===== config.mk =====
export PLATFORM = sky130hd
export DESIGN_NAME = board_ctrl
export DESIGN_NICKNAME = d
export VERILOG_FILES = /design/src/rtl/ttt_pkg.sv /design/src/rtl/line_check.sv /design/src/rtl/board_ctrl.sv
export SDC_FILE = /design/constraint.sdc
export NUM_CORES = 1
export LEC_CHECK = 0
export CELL_PAD_IN_SITES_DETAIL_PLACEMENT = 0
export CELL_PAD_IN_SITES_GLOBAL_PLACEMENT = 1
export CORE_MARGIN = 2
export CORE_UTILIZATION = 39
export DETAILED_ROUTE_END_ITERATION = 7
export PLACE_DENSITY = 0.92
export SETUP_SLACK_MARGIN = 0.15
export SLEW_MARGIN = 20
export SYNTH_ARGS = -nofsm -noshare
export SYNTH_HDL_FRONTEND = slang
export SYNTH_SLANG_ARGS = --single-unit

===== constraint.sdc =====
create_clock -name pclk -period 3.5 [get_ports pclk]
set_clock_uncertainty 0.15 [all_clocks]
set_input_delay 0.525 -clock pclk [delete_from_list [all_inputs] [get_ports pclk]]
set_output_delay 0.525 -clock pclk [all_outputs]
set_load 0.01 [all_outputs]

===== src/rtl/ttt_pkg.sv =====
// ============================================================================
// Module : ttt_pkg
// Brief  : Shared encodings for the tic-tac-toe board controller.
// Rev    : 1.0 - initial release
// ============================================================================
`default_nettype none

package ttt_pkg;

  typedef enum logic [1:0] {
    ST_PLAY  = 2'd0,
    ST_CHECK = 2'd1,
    ST_DONE  = 2'd2
  } state_t;

  localparam logic [1:0] WIN_NONE = 2'b00;
  localparam logic [1:0] WIN_X    = 2'b01;
  localparam logic [1:0] WIN_O    = 2'b10;
  localparam logic [1:0] WIN_DRAW = 2'b11;

  // Bit n of a mask is cell n, row-major from the top-left corner.
  localparam logic [8:0] LINE_ROW0  = 9'h007;
  localparam logic [8:0] LINE_ROW1  = 9'h038;
  localparam logic [8:0] LINE_ROW2  = 9'h1C0;
  localparam logic [8:0] LINE_COL0  = 9'h049;
  localparam logic [8:0] LINE_COL1  = 9'h092;
  localparam logic [8:0] LINE_COL2  = 9'h124;
  localparam logic [8:0] LINE_DIAG0 = 9'h111;
  localparam logic [8:0] LINE_DIAG1 = 9'h054;

  localparam int NUM_LINES = 8;

  localparam logic [NUM_LINES-1:0][8:0] LINE_MASKS = {
    LINE_DIAG1, LINE_DIAG0, LINE_COL2, LINE_COL1,
    LINE_COL0,  LINE_ROW2,  LINE_ROW1, LINE_ROW0
  };

  localparam int BLINK_PERIOD = 16;

endpackage

`default_nettype wire


===== src/rtl/line_check.sv =====
// ============================================================================
// Module : line_check
// Brief  : Combinational detector: union of all complete lines in a mask.
// Rev    : 1.0 - initial release
// ============================================================================
`default_nettype none

module line_check
  import ttt_pkg::*;
(
  input  logic [8:0] i_mask,
  output logic [8:0] o_lines,
  output logic       o_any
);

  logic [NUM_LINES-1:0]      w_hit;
  logic [NUM_LINES-1:0][8:0] w_sel;

  for (genvar g = 0; g < NUM_LINES; g++) begin : g_line
    assign w_hit[g] = ((i_mask & LINE_MASKS[g]) == LINE_MASKS[g]);
    assign w_sel[g] = w_hit[g] ? LINE_MASKS[g] : 9'h000;
  end

  always_comb begin
    o_lines = 9'h000;
    for (int i = 0; i < NUM_LINES; i++) begin
      o_lines = o_lines | w_sel[i];
    end
  end

  assign o_any = |w_hit;

endmodule

`default_nettype wire


===== src/rtl/board_ctrl.sv =====
// ============================================================================
// Module : board_ctrl
// Brief  : Tic-tac-toe board state, move legality, win/draw detection.
//          Optional winning-line blink enabled by BOARD_CTRL_BLINK_EN.
// Rev    : 1.0 - initial release
// ============================================================================
`default_nettype none

module board_ctrl
  import ttt_pkg::*;
(
  input  logic       pclk,
  input  logic       rst,
  input  logic       move_valid,
  input  logic [3:0] move_idx,
  output logic       move_ready,
  input  logic       new_game,
  input  logic       frame_tick,
  output logic [8:0] x_mask,
  output logic [8:0] o_mask,
  output logic [8:0] hl_mask,
  output logic       turn_o,
  output logic [1:0] winner,
  output logic       game_over,
  output logic       illegal
);

  state_t     r_state, w_state_nxt;
  logic [8:0] r_x, w_x_nxt;
  logic [8:0] r_o, w_o_nxt;
  logic [8:0] r_hl, w_hl_nxt;
  logic       r_turn, w_turn_nxt;
  logic [1:0] r_winner, w_winner_nxt;
  logic       r_over, w_over_nxt;
  logic       r_illegal, w_illegal_nxt;

  logic [8:0] w_cell;
  logic       w_legal;
  logic [8:0] w_mover;
  logic [8:0] w_lines;
  logic       w_any;

  // A shift past bit 8 yields zero, so out-of-range indices need the explicit bound.
  assign w_cell  = 9'h001 << move_idx;
  assign w_legal = (move_idx <= 4'd8) && ((w_cell & (r_x | r_o)) == 9'h000);
  assign w_mover = r_turn ? r_o : r_x;

  line_check u_line_check (
    .i_mask  (w_mover),
    .o_lines (w_lines),
    .o_any   (w_any)
  );

`ifdef BOARD_CTRL_BLINK_EN
  localparam logic [4:0] c_blink_period = 5'(BLINK_PERIOD);
  logic [4:0] r_cnt, w_cnt_nxt;
`endif

  always_ff @(posedge pclk) begin
    if (rst) begin
      r_state   <= ST_PLAY;
      r_x       <= 9'h000;
      r_o       <= 9'h000;
      r_hl      <= 9'h000;
      r_turn    <= 1'b0;
      r_winner  <= WIN_NONE;
      r_over    <= 1'b0;
      r_illegal <= 1'b0;
`ifdef BOARD_CTRL_BLINK_EN
      r_cnt     <= 5'd0;
`endif
    end else begin
      r_state   <= w_state_nxt;
      r_x       <= w_x_nxt;
      r_o       <= w_o_nxt;
      r_hl      <= w_hl_nxt;
      r_turn    <= w_turn_nxt;
      r_winner  <= w_winner_nxt;
      r_over    <= w_over_nxt;
      r_illegal <= w_illegal_nxt;
`ifdef BOARD_CTRL_BLINK_EN
      r_cnt     <= w_cnt_nxt;
`endif
    end
  end

  always_comb begin
    w_state_nxt   = r_state;
    w_x_nxt       = r_x;
    w_o_nxt       = r_o;
    w_hl_nxt      = r_hl;
    w_turn_nxt    = r_turn;
    w_winner_nxt  = r_winner;
    w_over_nxt    = r_over;
    w_illegal_nxt = 1'b0;
`ifdef BOARD_CTRL_BLINK_EN
    w_cnt_nxt     = r_cnt;
`endif
    if (new_game) begin
      w_state_nxt  = ST_PLAY;
      w_x_nxt      = 9'h000;
      w_o_nxt      = 9'h000;
      w_hl_nxt     = 9'h000;
      w_turn_nxt   = 1'b0;
      w_winner_nxt = WIN_NONE;
      w_over_nxt   = 1'b0;
`ifdef BOARD_CTRL_BLINK_EN
      w_cnt_nxt    = 5'd0;
`endif
    end else begin
      case (r_state)
        ST_PLAY: begin
          if (move_valid) begin
            if (w_legal) begin
              if (r_turn) w_o_nxt = r_o | w_cell;
              else        w_x_nxt = r_x | w_cell;
              w_state_nxt = ST_CHECK;
            end else begin
              w_illegal_nxt = 1'b1;
            end
          end
        end
        ST_CHECK: begin
          if (w_any) begin
            w_winner_nxt = r_turn ? WIN_O : WIN_X;
            w_over_nxt   = 1'b1;
            w_hl_nxt     = w_lines;
            w_state_nxt  = ST_DONE;
          end else if (&(r_x | r_o)) begin
            w_winner_nxt = WIN_DRAW;
            w_over_nxt   = 1'b1;
            w_state_nxt  = ST_DONE;
          end else begin
            w_turn_nxt  = ~r_turn;
            w_state_nxt = ST_PLAY;
          end
        end
        ST_DONE: begin
`ifdef BOARD_CTRL_BLINK_EN
          if (frame_tick && (r_winner != WIN_DRAW)) begin
            w_cnt_nxt = r_cnt + 5'd1;
          end
`endif
        end
        default: w_state_nxt = ST_PLAY;
      endcase
    end
  end

  assign move_ready = (r_state == ST_PLAY);
  assign x_mask     = r_x;
  assign o_mask     = r_o;
  assign turn_o     = r_turn;
  assign winner     = r_winner;
  assign game_over  = r_over;
  assign illegal    = r_illegal;

`ifdef BOARD_CTRL_BLINK_EN
  // Phase is "on" for the first half of the 5-bit count, so it starts on after clear.
  assign hl_mask = (r_cnt < c_blink_period) ? r_hl : 9'h000;
`else
  logic w_unused_tick;
  assign w_unused_tick = frame_tick;
  assign hl_mask       = r_hl;
`endif

endmodule

`default_nettype wire


After elaboration in Yosys (flattened, before gate mapping) --
Cells that the tools add are included.
Storage, ports and cells: logic and storage cells 73, flip-flop bits (word level) 34, input port bits 9, output and inout port bits 33
Operators by class: bitwise operators 17, reductions and logical operators 14, shift operators 1, magnitude comparators 1, equal/unequal tests 12, multiplexer cells 20
Operators by type and width (count):
- $or A9 B9 Y9 | 9
- $mux W9 | 4
- $eq A3 B3 Y1 const B | 8
- $mux W2 | 7
- $mux W7 | 2
- $and A9 B9 Y9 | 1
- $logic_not A9 Y1 | 1
- $or A9 B7 Y9 | 1
- $reduce_and A9 Y1 | 1
- $shl A1 B4 Y9 const A | 1
- $mux W8 | 1
- $reduce_and A4 Y1 | 2
- $reduce_or A8 Y1 | 1
- $mux W6 | 1
- $not A1 Y1 | 6
- $pmux W2 S3 | 1
- $reduce_and A3 Y1 | 2
- $le A4 B4 Y1 const B | 1
- $reduce_and A2 Y1 | 2
- $reduce_or A4 Y1 | 1
- $mux W1 | 3
- $mux W3 | 1
- $eq A2 B1 Y1 const B | 1
- $eq A2 B2 Y1 const B | 1
- 6 further kinds | 6

Depth between registers and ports, before layout --
Gate-level depths: netlist of run 1.
depth after elaboration 10, depth in mapped cells 9, gate-level depth less buffers 6

Hierarchy --
From an unflattened synthesis of run 1, not the netlist that was laid out.
Unflattened totals: cells, all modules 220, area, all modules 1775.5 um^2
By module, submodules not included:
- board_ctrl | sequential area each 680.7 um^2, cells an instance 192, instances 1, area each 1595.3 um^2
- line_check | sequential area each 0.0 um^2, cells an instance 28, instances 1, area each 180.2 um^2

Worst setup path after synthesis of run 1 --
OpenSTA, ideal clock, no wires.
path type reg2reg, start point register r_turn, in the netlist turn_o, end point register r_hl[0], in the netlist hl_mask[0], data required time 3.219 ns, path buffers 2, arrival 1.871 ns, period minus slack after synthesis 2.152 ns, setup slack 1.348 ns, cell stages (with the launch flop) 9, setup time 0.131 ns, cell sequence dfxtp_1 > buf_6 > mux2i_4 > nor2_1 > o41a_1 > o31ai_4 > buf_6 > nor2b_1 > nor3_2
Between the ends: longest elaborated chain between the ends 10, elaborated cells between the ends (all ways) 21, classes of those cells eq/ne: 8; mux: 4; bitwise: 7; reduce/logical: 2
RTL lines:
- start, declared | RTL line board_ctrl.sv:32 | logic r_turn, w_turn_nxt;
- start signal, assigned | RTL line board_ctrl.sv:77 | r_turn <= w_turn_nxt;
- $mux W9 (*) | RTL line board_ctrl.sv:46 | assign w_mover = r_turn ? r_o : r_x;
- $eq A3 B3 Y1 | RTL line line_check.sv:20 | assign w_hit[g] = ((i_mask & LINE_MASKS[g]) == LINE_MASKS[g]);
- $mux W3 | RTL line line_check.sv:21 | assign w_sel[g] = w_hit[g] ? LINE_MASKS[g] : 9'h000;
- $or A9 B9 Y9 (6 in a row) | RTL line line_check.sv:27 | o_lines = o_lines | w_sel[i];
- $or A9 B7 Y9 | RTL line line_check.sv:27
- end signal, assigned | RTL line board_ctrl.sv:76 | r_hl <= w_hl_nxt;
- end, declared | RTL line board_ctrl.sv:31 | logic [8:0] r_hl, w_hl_nxt;
Every way passes the cells marked *; elsewhere a longest branch is shown, timed or not. A chain may end at the register's enable or synchronous reset.

Final worst setup path of run 1 --
start point register r_turn, in the netlist turn_o, end point register r_hl[2], in the netlist hl_mask[2]
Same word-level chain as after synthesis.

==> results.yml, run 1 <==
timing:
  slew_headroom_pct: 36.6
  clock.fmax_ghz: 0.368
  hold_viol: 0
  worst_pin_slew_ns: 0.947
  setup_tns_ns: 0
  setup_viol: 0
  timing.hold.ws_ns: 0.302
  finalMaxSlewViolations: 0
  rsz0062_at_grt: "no"
  fin_ws_ns: 0.780
  fin_crit_ns: 2.72
  period_share_pct: 77.7
clock_network:
  clkTransAtPathRegs_ns: 0.06
  cts_tree: "yes"
  clk_latency_ns: 0.28
  hold_buffers: 0
  cts_sinks: 34
  numCtsBuffers: 5
  root_buffer: "clkbuf_8"
  postCtsSetupBuffers: 0
  cts_buffer_depth: 2
  ctsHtreeMaxLevel: 2
  post_cts_resized: 0
critical_path:
  r2r_start: "turn_o"
  crit_fanout: 15
  crit_slowest_cell: "dfxtp_1"
  arrival_ns: 2.71
  crit_required_ns: 3.49
  crit_start: "turn_o"
  end_kind: "flop"
  start_kind: "flop"
  crit_type: "reg -> reg"
  slowest_delay_ns: 0.70
  path_cells: "buf_4 -> mux2_2 -> o41a_1 -> o31ai_4 -> a311o_1 -> a21oi_1"
detailed_routing:
  wire_per_inst_um: 15.2
  ant_nets: 0
  drc: 0
  dr.pass1.iters: 4
  drt-initial-drc-count: 54
  wl_um: 4390
  vias: 1644
  via_per_inst: 5.67
die:
  die_area_um2: 5050
  dieWidth_um: 71.1
  core_area_um2: 4350
  start_util_pct: 40.3
  rows: 24
  io_pins: 42
  dieHeight_um: 71.1
global_route:
  grt_pass1_wl_um: 7330
  grt_usage_pct: 18.3
  grt_start_max_net_pins: 25
  grt_pass1_vias: 1506
  antenna_found_initial: 0
  gr-total-overflow: 0
place:
  routabilityCongestion: 0.842
  io_buffers: 40
  place_ws_ns: 0.682
  dp.final_hpwl_um: 3280
yosys:
  syn_nets: 209
  ys_seq_elements: 34
  synth.yosys.seq_area_share_pct: 38.8
  synth-edff-count: 0
  syn_area_um2: 1760
  yosys_warnings: 0
  synth_ff_type: "dfxtp_1"
  async_flop_share_pct: 0
  synth_cells: 200
  ys_types: 50
  syn_area_per_cell_um2: 8.78
cells_and_area:
  nFillCells: 418
  drive_gt1_share_pct: 10.5
  area_growth_syn_to_layout_pct: 29.5
  seq_area_um2: 681
  nets: 246
  antennaDiodeCount: 0
  multi_input_area_um2: 995
power:
  power_density_nw_per_um2: 351
  p_total_mw: 0.798
  peakVddDrop_mv: 0.244
  p_leak_nw: 0.739
worst_hold_path:
  worstHoldStart: "hl_mask[4]"
  hp-class: "reg -> reg"
flow_run:
  cap_violations: 0
outcome:
  status: "complete, no violations"
[cell type report]
class,instances,area share [%]
clock buffer,7,3.36
clock inverter,1,1.32
inverter,3,0.495
multi-input combinational,151,43.8
sequential,34,29.9
tap,52,2.86
timing repair buffer,42,18.3
[critical path: cells and delay by family (launching register included)]
family          cells  cell delay [ns]
compound gates      4             0.98
buf+inv             1             0.32
flops               1             0.70
mux                 1             0.42
[Yosys cell counts, drive strengths merged (2+ instances only)]
| library cell | n | share of area, % |
|---|---|---|
| a211oi | 2 | 0.86 |
| a21oi | 11 | 3.1 |
| a22o | 5 | 2.5 |
| a31oi | 13 | 4.6 |
| a32o | 2 | 1.1 |
| a32oi | 2 | 1.0 |
| a41oi | 2 | 1.0 |
| and2 | 2 | 0.71 |
| and3 | 4 | 1.4 |
| buf | 4 | 2.2 |
| clkbuf | 8 | 1.7 |
| dfxtp | 34 | 39 |
| inv | 3 | 0.64 |
| mux2 | 2 | 1.3 |
| mux2i | 4 | 3.7 |
| nand2 | 15 | 3.2 |
| nand2b | 3 | 1.1 |
| nand3 | 4 | 1.4 |
| nor2 | 28 | 6.0 |
| nor2b | 8 | 2.9 |
| nor3 | 6 | 2.6 |
| nor4 | 5 | 3.0 |
| o21a | 3 | 1.3 |
| o21ai | 4 | 1.1 |
| o221a | 2 | 1.3 |
| o22ai | 2 | 0.71 |
| o32ai | 2 | 1.0 |
| or2 | 5 | 1.8 |
| or3 | 2 | 0.71 |
| or3b | 2 | 1.0 |
[placed cells by master (no fill, tap or decap), types with 3 or more instances in the layout]
cell type	count
a21oi_1	11
a22o_1	5
a31oi_1	13
and3_1	4
clkbuf_8	5
clkdlybuf4s50_1	40
dfxtp_1	34
nand2_1	15
nand2b_1	3
nand3_1	3
nor2_1	28
nor2b_1	8
nor3_1	3
nor3_2	3
nor4_1	3
o21a_1	3
or2_2	4
[worst paths after layout]
path | end | slack, ns | depth (start not counted)
max | hl_mask[2] | 0.78 | 6
max reg2reg | hl_mask[2] | 0.78 | 6
min | hl_mask[4] | 0.30 | 2
min reg2reg | hl_mask[4] | 0.30 | 2
[per-stage QoR]
stage	cell area (um^2)	utilization [%]	instances
6_report	2270	52.2	290
3_3_place_gp	2170	49.8	282
2_1_floorplan	1760	-	200
4_1_cts	2270	52.2	290
3_5_place_dp	2170	49.8	282
5_1_grt	2270	52.2	290
[metal layers]
metal	global-route usage (%)	up-vias	routed length [um]
met4	5.87	0	65
met1	25.0	771	1990
met3	3.85	9	257
li1	-	812	-
met5	0	-	0
met2	29.1	52	2080
[cell families after synthesis]
group                  after synthesis  synth area share (%)
multiplexers                         6                  4.99
AO/OA/AOI/OAI                       56                  23.6
buffers and inverters               15                  4.56
AND/OR/NAND/NOR                     89                  28.1
flip-flops                          34                  38.8
[flip-flops by register name, indices dropped and copies added (netlist names)]
name	cells
r_state	2
winner	2
x_mask	9
o_mask	9
turn_o	1
hl_mask	9
illegal	1
game_over	1
[where the power goes]
group          switching [mW]  total (mW)  leakage, nW  internal (mW)
Combinational          0.0329      0.0556        0.413         0.0227
Sequential            0.00282       0.391        0.274          0.388
Clock                   0.138       0.351       0.0524          0.213
Total                   0.174       0.798        0.739          0.624
Power figures use the tool's default switching activity.
==> run 2, diff against run 1 <==
- CORE_UTILIZATION: 39 -> 33
- PLACE_DENSITY: 0.92 -> 0.83
- clock period: 3.5 -> 2.5 ns (I/O delays scaled with it)
==> run 2 against run 1 <==
  * Largest cell class unchanged
  * Die area is 17% higher
  * Via count is 2.8% higher
  * Total power is 27% higher
  * Worst hold slack better by 0.0030 ns
  * Clock power is 6.6% higher
==> results.yml, run 2 (synthesis gave the netlist of run 1 again) <==
detailed_routing:
  dr.pass1.iters: 4
  wl_um: 4660
  wire_per_inst_um: 14.6
  drt-initial-drc-count: 126
  vias: 1690
  ant_nets: 0
  drc: 0
  via_per_inst: 5.30
place:
  dp_cells: 310
  routabilityCongestion: 0.913
  postPlaceCellArea_um2: 2280
  place_ws_ns: -0.106
  dp.final_hpwl_um: 3590
  io_buffers: 40
power:
  p_int_mw: 0.772
  switching_share_pct: 23.7
  peakVddDrop_mv: 0.212
  power_density_nw_per_um2: 423
  p_leak_nw: 0.810
  p_comb_share_pct: 9.0
  p_clk_share_pct: 37.0
  switchingPower_mw: 0.240
  p_total_mw: 1.01
  power_frac_seq_pct: 54.1
clock_network:
  cts_sinks: 34
  ctsHtreeMaxLevel: 2
  clkTransAtPathRegs_ns: 0.07
  clk_latency_ns: 0.28
  numCtsBuffers: 5
  cts_tree: "yes"
  cts_buffer_depth: 2
  root_buffer: "clkbuf_8"
critical_path:
  path_cells: "clkdlybuf4s50_1 -> nor2_1 -> a32oi_2 -> nor2_1 -> or2_1 -> nor4_4 -> a32o_1"
  slowest_delay_ns: 0.67
  crit_fanout: 9
  crit_required_ns: 2.58
  worst-path-buf-inv: 1
  crit_family: "simple AND/OR/NAND/NOR gates"
  end_kind: "flop"
  cpMostUsedCell: "nor2_1"
  arrival_ns: 2.29
  crit_type: "in -> reg"
  start_kind: "input port"
  crit_slowest_cell: "clkdlybuf4s50_1"
global_route:
  grt_pass1_wl_um: 8130
  grt_usage_pct: 17.1
  grt-busiest-layer: "met2"
  grt_use_met1_pct: 22.7
  use_met2_pct: 26.6
  grt_start_max_net_pins: 19
  gr-total-overflow: 0
  antenna_found_initial: 0
  grt_pass1_vias: 1659
  grtUsageMet3_pct: 3.88
timing:
  setup_tns_ns: 0
  finalMaxSlewViolations: 0
  rsz0062_at_grt: "no"
  setup_viol: 0
  fin_crit_ns: 2.21
  slew_headroom_pct: 76.6
  worst_pin_slew_ns: 0.349
  clock.fmax_ghz: 0.452
  fin_ws_ns: 0.289
  hold_viol: 0
  period_share_pct: 88.4
cells_and_area:
  stdcell_area_um2: 2390
  mostFrequentLayoutCells: "clkdlybuf4s50_1 (39), dfxtp_1 (33), nor2_1 (28)"
  drive_gt1_share_pct: 16.1
  final_cells: 319
  antennaDiodeCount: 0
  nFillCells: 517
  area_growth_syn_to_layout_pct: 36.4
  nets: 258
  final_common_cell: "clkdlybuf4s50_1"
die:
  dieHeight_um: 76.9
  rows: 26
  start_util_pct: 34.4
  core_area_um2: 5110
  dieWidth_um: 76.9
  io_pins: 42
  die_area_um2: 5920
outcome:
  status: "complete, no violations"
worst_hold_path:
  hp-class: "reg -> reg"
flow_run:
  cap_violations: 0
run 2: repair_timing:
item                       4_1_cts  5_1_grt
cloned                           0        0
pin swaps                        1        2
resized for setup                0        3
setup endpoints to repair        8       20
hold buffers                     0        0
setup buffers                    2        0
run 2: cell type report:
class / instances / area [um^2] / area share, %
Sequential cell: 34 / 682 / 28.5
Timing Repair Buffer: 54 / 533 / 22.3
Multi-Input combinational cell: 151 / 1000 / 41.8
Clock inverter: 2 / 10.0 / 0.418
Clock buffer: 5 / 68.8 / 2.87
Tap cell: 70 / 87.6 / 3.66
Inverter: 3 / 11.3 / 0.470
run 2: worst paths after layout:
check | from | to | slack, ns | depth (start not counted)
min reg2reg | hl_mask[6] | hl_mask[6] | 0.31 | 2
min | hl_mask[6] | hl_mask[6] | 0.31 | 2
max reg2reg | turn_o | hl_mask[3] | 0.34 | 8
max | move_idx[0] | o_mask[7] | 0.29 | 7
run 2: layer usage:
layer	share of wire [%]	up-vias
met1	45	782
met3	6.0	7
met4	1.3	0
met2	47	62
li1	-	839
met5	0	-
run 2: stage by stage:
step           utilization [%]  hold WS [ns]
4_1_cts                   46.7         0.310
3_3_place_gp              44.6         0.291
2_1_floorplan                -         0.326
6_report                  46.9         0.305
5_1_grt                   46.9         0.331
3_5_place_dp              44.6         0.301
run 2: worst min-delay path: cells and delay by family (launching register included):
| family | cells | cell delay, ns |
|---|---|---|
| compound gates | 1 | 0.05 |
| flops | 1 | 0.31 |
| simple gates | 1 | 0.05 |
run 2: power by group through the flow:
stage | clock network [mW] | logic, mW | registers (mW)
final | 0.374 | 0.0907 | 0.547
after global routing | 0.425 | 0.0998 | 0.547
after CTS | 0.388 | 0.0899 | 0.547
after detailed placement | 0 | 0.0896 | 0.559
after global placement | 0 | 0.0893 | 0.559
after floorplan | 0 | 0.0514 | 0.559
